===== config.mk =====
export PLATFORM = sky130hd
export DESIGN_NAME = ix_mult_div_unit
export DESIGN_NICKNAME = d
export VERILOG_FILES = /design/src/rtl/ix_mult_div_unit.sv
export SDC_FILE = /design/constraint.sdc
export NUM_CORES = 1
export LEC_CHECK = 0
export ABC_AREA = 1
export BUFFER_PORTS_ARGS = -buffer_cell sky130_fd_sc_hd__buf_4
export CELL_PAD_IN_SITES_DETAIL_PLACEMENT = 0
export CELL_PAD_IN_SITES_GLOBAL_PLACEMENT = 1
export CORE_ASPECT_RATIO = 1.1
export CORE_MARGIN = 2
export CORE_UTILIZATION = 43
export CTS_CLUSTER_SIZE = 20
export DETAILED_ROUTE_END_ITERATION = 10
export PLACE_DENSITY = 0.8
export REMOVE_ABC_BUFFERS = 1
export SLEW_MARGIN = 25
export SYNTH_ARGS = -nofsm -noshare
export SYNTH_HDL_FRONTEND = slang
export SYNTH_SLANG_ARGS = --single-unit

===== constraint.sdc =====
create_clock -name clk -period 3.3 [get_ports clk]
set_input_delay 0.825 -clock clk [delete_from_list [all_inputs] [get_ports clk]]
set_output_delay 0.825 -clock clk [all_outputs]
set_load 0.05 [all_outputs]

===== src/rtl/ix_mult_div_unit.sv =====
// ----------------------------------------------------------------------------
// ix_mult_div_unit
//
// Iterative multiply/divide unit for the IX stage. It owns the architectural
// HI/LO registers. MULT/MULTU use radix-2 shift-add and DIV/DIVU use a
// restoring divider. Each produces one bit per cycle over 32 iterations,
// followed by a single FIX cycle that applies sign correction and commits.
//
// Ports
//   clk     : pipeline clock; all state updates on its rising edge
//   rst_n   : synchronous, active-low reset
//   start   : launch op on A_in/B_in (accepted in IDLE only)
//   op      : 00 MULT, 01 MULTU, 10 DIV, 11 DIVU
//   A_in    : rs value (multiplicand / dividend / MTHI-MTLO data)
//   B_in    : rt value (multiplier / divisor)
//   mthi    : write A_in to HI (accepted in IDLE only)
//   mtlo    : write A_in to LO (accepted in IDLE only)
//   flush   : abort an in-flight operation; HI/LO are left untouched
//   hi_out  : architectural HI
//   lo_out  : architectural LO
//   busy    : operation in flight (stall request)
//   done    : one-cycle pulse when HI/LO are committed
// ----------------------------------------------------------------------------
module ix_mult_div_unit #(
    parameter int XLEN = 32
) (
    input  logic            clk,
    input  logic            rst_n,
    input  logic            start,
    input  logic [1:0]      op,
    input  logic [XLEN-1:0] A_in,
    input  logic [XLEN-1:0] B_in,
    input  logic            mthi,
    input  logic            mtlo,
    input  logic            flush,
    output logic [XLEN-1:0] hi_out,
    output logic [XLEN-1:0] lo_out,
    output logic            busy,
    output logic            done
);

    localparam int CW = $clog2(XLEN);

    typedef enum logic [1:0] {
        IDLE = 2'd0,
        CALC = 2'd1,
        FIX  = 2'd2
    } state_t;

    state_t              state_reg;
    logic [CW-1:0]       count_reg;
    logic                is_div_reg;
    logic                neg_q_reg;     // product / quotient must be negated
    logic                neg_r_reg;     // remainder must be negated
    logic                div_zero_reg;
    logic [XLEN-1:0]     opnd_reg;      // |A| for multiply, |B| for divide
    logic [XLEN-1:0]     a_raw_reg;     // dividend as issued, for divide-by-zero
    logic [2*XLEN-1:0]   acc_reg;       // {upper, lower} working register
    logic [XLEN-1:0]     hi_reg;
    logic [XLEN-1:0]     lo_reg;
    logic                busy_reg;
    logic                done_reg;

    // Operand preparation at launch. The magnitude of the most negative value
    // falls out of the two's-complement negate as the right unsigned value.
    logic            is_signed;
    logic            a_neg;
    logic            b_neg;
    logic [XLEN-1:0] abs_a;
    logic [XLEN-1:0] abs_b;

    assign is_signed = ~op[0];
    assign a_neg     = is_signed & A_in[XLEN-1];
    assign b_neg     = is_signed & B_in[XLEN-1];
    assign abs_a     = a_neg ? (~A_in + 1'b1) : A_in;
    assign abs_b     = b_neg ? (~B_in + 1'b1) : B_in;

    // Multiply step: the multiplier sits in the lower half and is consumed
    // LSB first. The partial sum is added into the upper half, then the whole
    // register is shifted right by one.
    logic [XLEN:0]     mul_sum;
    logic [2*XLEN-1:0] mul_next;

    assign mul_sum  = {1'b0, acc_reg[2*XLEN-1:XLEN]}
                    + (acc_reg[0] ? {1'b0, opnd_reg} : '0);
    assign mul_next = {mul_sum, acc_reg[XLEN-1:1]};

    // Restoring divide step: the upper half is the remainder and the lower
    // half holds the dividend bits still to be shifted in. Quotient bits
    // enter at the LSB. The shifted remainder needs 33 bits.
    logic [XLEN:0]     div_trial;
    logic [2*XLEN-1:0] div_next;

    assign div_trial = acc_reg[2*XLEN-1:XLEN-1] - {1'b0, opnd_reg};
    assign div_next  = div_trial[XLEN]
                     ? {acc_reg[2*XLEN-2:0], 1'b0}
                     : {div_trial[XLEN-1:0], acc_reg[XLEN-2:0], 1'b1};

    // Sign correction applied in FIX.
    logic [2*XLEN-1:0] prod_fix;
    logic [XLEN-1:0]   quot_fix;
    logic [XLEN-1:0]   rem_fix;

    assign prod_fix = neg_q_reg ? (~acc_reg + 1'b1) : acc_reg;
    assign quot_fix = neg_q_reg ? (~acc_reg[XLEN-1:0] + 1'b1) : acc_reg[XLEN-1:0];
    assign rem_fix  = neg_r_reg ? (~acc_reg[2*XLEN-1:XLEN] + 1'b1)
                                : acc_reg[2*XLEN-1:XLEN];

    always_ff @(posedge clk) begin
        if (!rst_n) begin
            state_reg    <= IDLE;
            count_reg    <= '0;
            is_div_reg   <= 1'b0;
            neg_q_reg    <= 1'b0;
            neg_r_reg    <= 1'b0;
            div_zero_reg <= 1'b0;
            opnd_reg     <= '0;
            a_raw_reg    <= '0;
            acc_reg      <= '0;
            hi_reg       <= '0;
            lo_reg       <= '0;
            busy_reg     <= 1'b0;
            done_reg     <= 1'b0;
        end else begin
            done_reg <= 1'b0;
            case (state_reg)
                IDLE: begin
                    // A move issued alongside start lands now; the later
                    // result overwrites it.
                    if (mthi) hi_reg <= A_in;
                    if (mtlo) lo_reg <= A_in;
                    if (start && !flush) begin
                        state_reg    <= CALC;
                        busy_reg     <= 1'b1;
                        count_reg    <= '0;
                        is_div_reg   <= op[1];
                        neg_q_reg    <= a_neg ^ b_neg;
                        neg_r_reg    <= a_neg;
                        div_zero_reg <= op[1] && (B_in == '0);
                        a_raw_reg    <= A_in;
                        opnd_reg     <= op[1] ? abs_b : abs_a;
                        acc_reg      <= {{XLEN{1'b0}}, (op[1] ? abs_a : abs_b)};
                    end
                end
                CALC: begin
                    if (flush) begin
                        state_reg <= IDLE;
                        busy_reg  <= 1'b0;
                    end else begin
                        acc_reg   <= is_div_reg ? div_next : mul_next;
                        count_reg <= count_reg + 1'b1;
                        if (count_reg == CW'(XLEN - 1)) state_reg <= FIX;
                    end
                end
                FIX: begin
                    state_reg <= IDLE;
                    busy_reg  <= 1'b0;
                    if (!flush) begin
                        done_reg <= 1'b1;
                        if (!is_div_reg) begin
                            hi_reg <= prod_fix[2*XLEN-1:XLEN];
                            lo_reg <= prod_fix[XLEN-1:0];
                        end else if (div_zero_reg) begin
                            hi_reg <= a_raw_reg;
                            lo_reg <= '1;
                        end else begin
                            hi_reg <= rem_fix;
                            lo_reg <= quot_fix;
                        end
                    end
                end
                default: begin
                    state_reg <= IDLE;
                    busy_reg  <= 1'b0;
                end
            endcase
        end
    end

    assign hi_out = hi_reg;
    assign lo_out = lo_reg;
    assign busy   = busy_reg;
    assign done   = done_reg;

endmodule


[Word level (Yosys, flattened, before mapping)]
Index checks and enable logic that the tools add are counted.
Operators by class
  add/sub/neg operators: 8
  equal/unequal tests: 10
  mux-type cells: 34
  bitwise gates (word level): 9
  reduce and logical (&&, ||, !) cells: 14
Operators by type and width (number)
  32-bit 2-to-1 mux: 15
  64-bit 2-to-1 mux: 5
  32-bit by 1-bit adder with 32-bit output (second input constant): 4
  32-bit NOT: 4
  32-bit one-hot mux with 2 select lines: 2
  64-bit one-hot mux with 2 select lines: 1
  64-bit by 1-bit adder with 64-bit output (second input constant): 1
  64-bit NOT: 1
  32-bit by 32-bit adder with 33-bit output: 1
  33-bit by 32-bit subtractor with 33-bit output: 1
  32-bit logical NOT: 1
  2-bit inequality test (second input constant): 6
  5-bit 2-to-1 mux: 2
  5-bit one-hot mux with 2 select lines: 1
  3-bit AND reduction: 3
  2-bit AND reduction: 4
  2-bit 2-to-1 mux: 3
  5-bit by 1-bit adder with 5-bit output (second input constant): 1
  5-bit == test (second input constant): 1
  2-bit one-hot mux with 2 select lines: 1
  2-bit nonzero test: 2
  1-bit 2-to-1 mux: 3
  3-bit inequality test (second input constant): 1
  1-bit bitwise AND: 2
  other kinds (8): 9
Word-level totals
  register bits: 205
  input port bits: 72
  logic and storage cells: 88

[Depth between registers and ports, before layout]
  word-level depth: 7
  mapped depth: 22

[Least setup slack after synthesis]
Ideal clock, no wire load.
  path kind: reg-to-reg
  from: register acc_reg[0]
  to: register acc_reg[53]
  arrival: 2.386 ns
  slack: 0.782 ns
  cell stages (with the launch flop): 22
  period minus slack after synthesis: 2.518 ns
  path through: dfxtp_1 -> buf_6 -> clkbuf_1 -> nand2_1 -> inv_1 -> ha_1 -> inv_1 -> fa_1 -> inv_1 -> nand3_1 -> nand3_1 -> nand2_1 -> nand2_1 -> nand2_1 -> nand2_1 -> nand2_1 -> nand3_1 -> nand3_1 -> nand2_1 -> inv_1 -> nand2_1 -> a21oi_1
Between the ends
  longest elaborated chain between the ends: 5
Ends and longest elaborated chain
  start: declaration: RTL line 58  | logic [2*XLEN-1:0] acc_reg;
  start signal: assignment: RTL line 142  | acc_reg <= {{XLEN{1'b0}}, (op[1] ? abs_a : abs_b)};
  start signal: assignment: RTL line 150  | acc_reg <= is_div_reg ? div_next : mul_next;
  32-bit 2-to-1 mux: RTL line 85  | + (acc_reg[0] ? {1'b0, opnd_reg} : '0);
  32-bit by 32-bit adder with 33-bit output: RTL line 85
  64-bit 2-to-1 mux: RTL line 150
  64-bit 2-to-1 mux: RTL line 146  | if (flush) begin
  64-bit one-hot mux with 2 select lines: RTL line 126  | case (state_reg)
Every way passes these cells. The select of a mux whose other input is x is not followed.
A chain may end at the register's enable or synchronous reset.

[Worst setup path in the final report]
  from: register acc_reg[31]
  to: register acc_reg[58]
Between the ends
  longest elaborated chain between the ends: 5
Ends and longest elaborated chain
  33-bit by 32-bit subtractor with 33-bit output: RTL line 94  | assign div_trial = acc_reg[2*XLEN-1:XLEN-1] - {1'b0, opnd_reg};
  64-bit 2-to-1 mux: RTL line 96  | ? {acc_reg[2*XLEN-2:0], 1'b0}
  64-bit 2-to-1 mux: RTL line 150
  64-bit 2-to-1 mux: RTL line 146
  64-bit one-hot mux with 2 select lines: RTL line 126
Every way passes these cells. The select of a mux whose other input is x is not followed.

==> metrics <==
status=completed; switch share=0.429; number of synthesized flops with an enable pin=0; Layout fillers=5104; Slew HR=0.278; num rows=83; die width=211 um; Clock transition at path regs=60 ps; Avg Cell Area, Syn=5.51 um^2; reg2reg setup slack=240 ps; CP required=3710 ps; skew final=45.9 ps; RSZ-0062 raised after global routing=no; largest net degree at the start of global routing=84; Final HPWL DP=79900 um; buffers added on ports=137; Lkg Pwr=0.0120 uW; Final Critical Period=3060 ps; maximum vdd drop=0.381 mV; Post-Place Cells=4366; setup violators final=0; total core area=46500 um^2; count of different cell masters after synthesis=52; hold_sp=a_raw_reg[6]; Clk pwr share=0.315; Reg power frac=0.306; Slew @ Worst Pin=1070 ps; Yosys top cell area share=0.203; GRT Residual Overflow=0; Max Slew Vio Count=0; Reg2Reg Depth=19; endpoint class of the critical path=register; Clock Path Buffers=3; dominant synthesized flop cell=dfxtp_1; drt initial violations=3398; Initial Util=0.435; vias in the first global route=22700; FFs w/ async S/R, synth=0; Hold Violations, Final=0; share of cells above drive strength 1=0.0933; nets@finish=3942; routed via count=25200; WP data arrival=3470 ps; Hold Path Sink=a_raw_reg[6]; clock sink count=205; CTS tree=yes; DRT antenna net count=0; Switch Pwr=4040 uW; Final Non-Filler Cells=4413; H-tree levels=1; routed wire length=100000 um; worst skew pair latency=590 ps; Pint=5360 uW; Startpoint Class=register; CTS buffer count=25; number of flip-flops under the largest register name=64; drt wl/cell=22.7 um; total power=9400 uW; count leader, synth=nand2_1; DIE HEIGHT=231 um; FF+latch count, synth=205; TritonRoute pass-1 iters=6; share of the yosys chip area belonging to registers=0.203; PwrDens=408 nW/um^2; reg2reg start=acc_reg[31]; hold path cells=2; first-pass GRT wire length=146000 um; combinational power share=0.379; Max Clock Freq=327 MHz; I/O Pins=138; critical path class=register to register; full die area=48800 um^2; gpl congestion=1.17; Synth Instances=3671; Residual DRC=0; Hold Path Class=register to register; Layout area overhead=13.9%; Worst R2R End=acc_reg[58]; antenna violations before repair=2; Max Cap Violations=0; dominant cells by area after synthesis=dfxtp_1, nand2_1, inv_1; critical path peak fanout=33; total global-route track usage=0.399; Cell Area, Synth=20200 um^2; Clock Tree Root=clkbuf_16; yosys warns=0; leading area contributor after synthesis=dfxtp_1; part of the cycle the worst path needs=0.928; commonest cells in the synthesized netlist=nand2_1, inv_1, nor2_1; Via density=5.70; Critical Path Source=acc_reg[31]
-- worst max-delay path, cell delays in order, from the launching register on --
cell and delay, ps:
dfxtp_2 470, inv_1 170, ha_1 250, fa_1 410, inv_1 140, nand3_1 100
nand2_2 140, nand2_2 60, nand2_2 110, nand2_2 60, nand2_2 80, nand2_2 70
nand2_2 60, nand2_1 140, nand2_8 240, nand2_1 100, nand2_1 70, nand2_1 50
nand2_1 110, a21oi_1 60
-- how the worst max path moves through the flow --
stage,end,slack [ps],cells after the start
2_1_floorplan,hi_out[1],-740,8
3_3_place_gp,acc_reg[35],70,18
3_5_place_dp,acc_reg[46],-0.4,18
4_1_cts,acc_reg[58],60,19
5_1_grt,acc_reg[58],80,19
6_report,acc_reg[58],240,19
-- power groups by stage --
| stage | Clock [uW] | Sequential, uW | Combinational [uW] |
|---|---|---|---|
| CTS | 2960 | 2860 | 3450 |
| finish | 2960 | 2880 | 3560 |
| global route | 3040 | 2890 | 3830 |
| detailed placement | 0 | 2920 | 3430 |
| global placement | 0 | 2910 | 3420 |
| floorplan | 0 | 3090 | 1890 |
-- layout by cell type, fill, tap and decap left out, types with 4 or more instances in the layout --
| cell | count |
|---|---|
| nand2_1 | 1090 |
| inv_1 | 538 |
| nor2_1 | 368 |
| a21oi_1 | 309 |
| o21ai_0 | 294 |
| nand3_1 | 277 |
| buf_4 | 248 |
| dfxtp_1 | 202 |
| xor2_1 | 70 |
| ha_1 | 70 |
| nand4_1 | 44 |
| nor3_1 | 38 |
| o22ai_1 | 27 |
| o211ai_1 | 26 |
| clkbuf_16 | 25 |
| nand2_2 | 16 |
| o21ai_1 | 14 |
| xnor2_1 | 14 |
| nor2_2 | 13 |
| a31oi_1 | 12 |
| and2_1 | 10 |
| o221ai_1 | 9 |
| inv_2 | 7 |
| o21bai_1 | 7 |
| nor2_4 | 6 |
| o31ai_1 | 6 |
| a22oi_1 | 6 |
| clkbuf_8 | 6 |
| nor4_1 | 5 |
| or2_2 | 4 |
| clkinv_2 | 4 |
| a21oi_2 | 4 |
| a21o_1 | 4 |
| nand3b_1 | 4 |
-- per-stage QoR --
| step | hold WS, ps | TNS [ps] | area [um^2] | setup WS [ps] | utilization |
|---|---|---|---|---|---|
| 4_1_cts | 463 | 0 | 23000 | 60.0 | 0.495 |
| 2_1_floorplan | 423 | -27800 | 19500 | -736 | - |
| 3_5_place_dp | 447 | -0.395 | 22200 | -0.395 | 0.476 |
| 5_1_grt | 484 | 0 | 23000 | 75.0 | 0.495 |
| 6_report | 464 | 0 | 23000 | 239 | 0.495 |
| 3_3_place_gp | 433 | 0 | 22200 | 74.0 | 0.476 |
-- logic make-up after synthesis --
family / after synthesis / share of synthesized area
fa+ha+maj: 72 / 0.0453
xor+xnor: 84 / 0.0364
compound gates: 726 / 0.192
flops: 205 / 0.203
buf+inv: 701 / 0.138
simple gates: 1883 / 0.385
-- cell type report --
| class | instances | area, um^2 | share of cell area |
|---|---|---|---|
| clock inverters | 11 | 135 | 0.00586 |
| flip-flops and latches | 205 | 4110 | 0.178 |
| inverters | 551 | 2070 | 0.0900 |
| multi-input cells | 2765 | 13400 | 0.580 |
| diodes | 2 | 5.00 | 0.000217 |
| well taps | 595 | 744 | 0.0323 |
| repair buffers | 250 | 1900 | 0.0825 |
| clock buffers | 34 | 719 | 0.0312 |
-- what timing repair did --
action / CTS / global route
setup endpoints to repair: 2 / 32
gates resized for setup: 1 / 2
setup buffers: 0 / 0
pin swaps: 0 / 0
hold buffers: 0 / 0
-- metal layers --
layer,part of all wire,GRT usage,wire (um)
met2,0.41,0.583,40700
met3,0.11,0.0848,11400
met1,0.41,0.544,41400
met5,0.00032,0,32
met4,0.066,0.221,6590
Power figures use the tool's default switching activity.
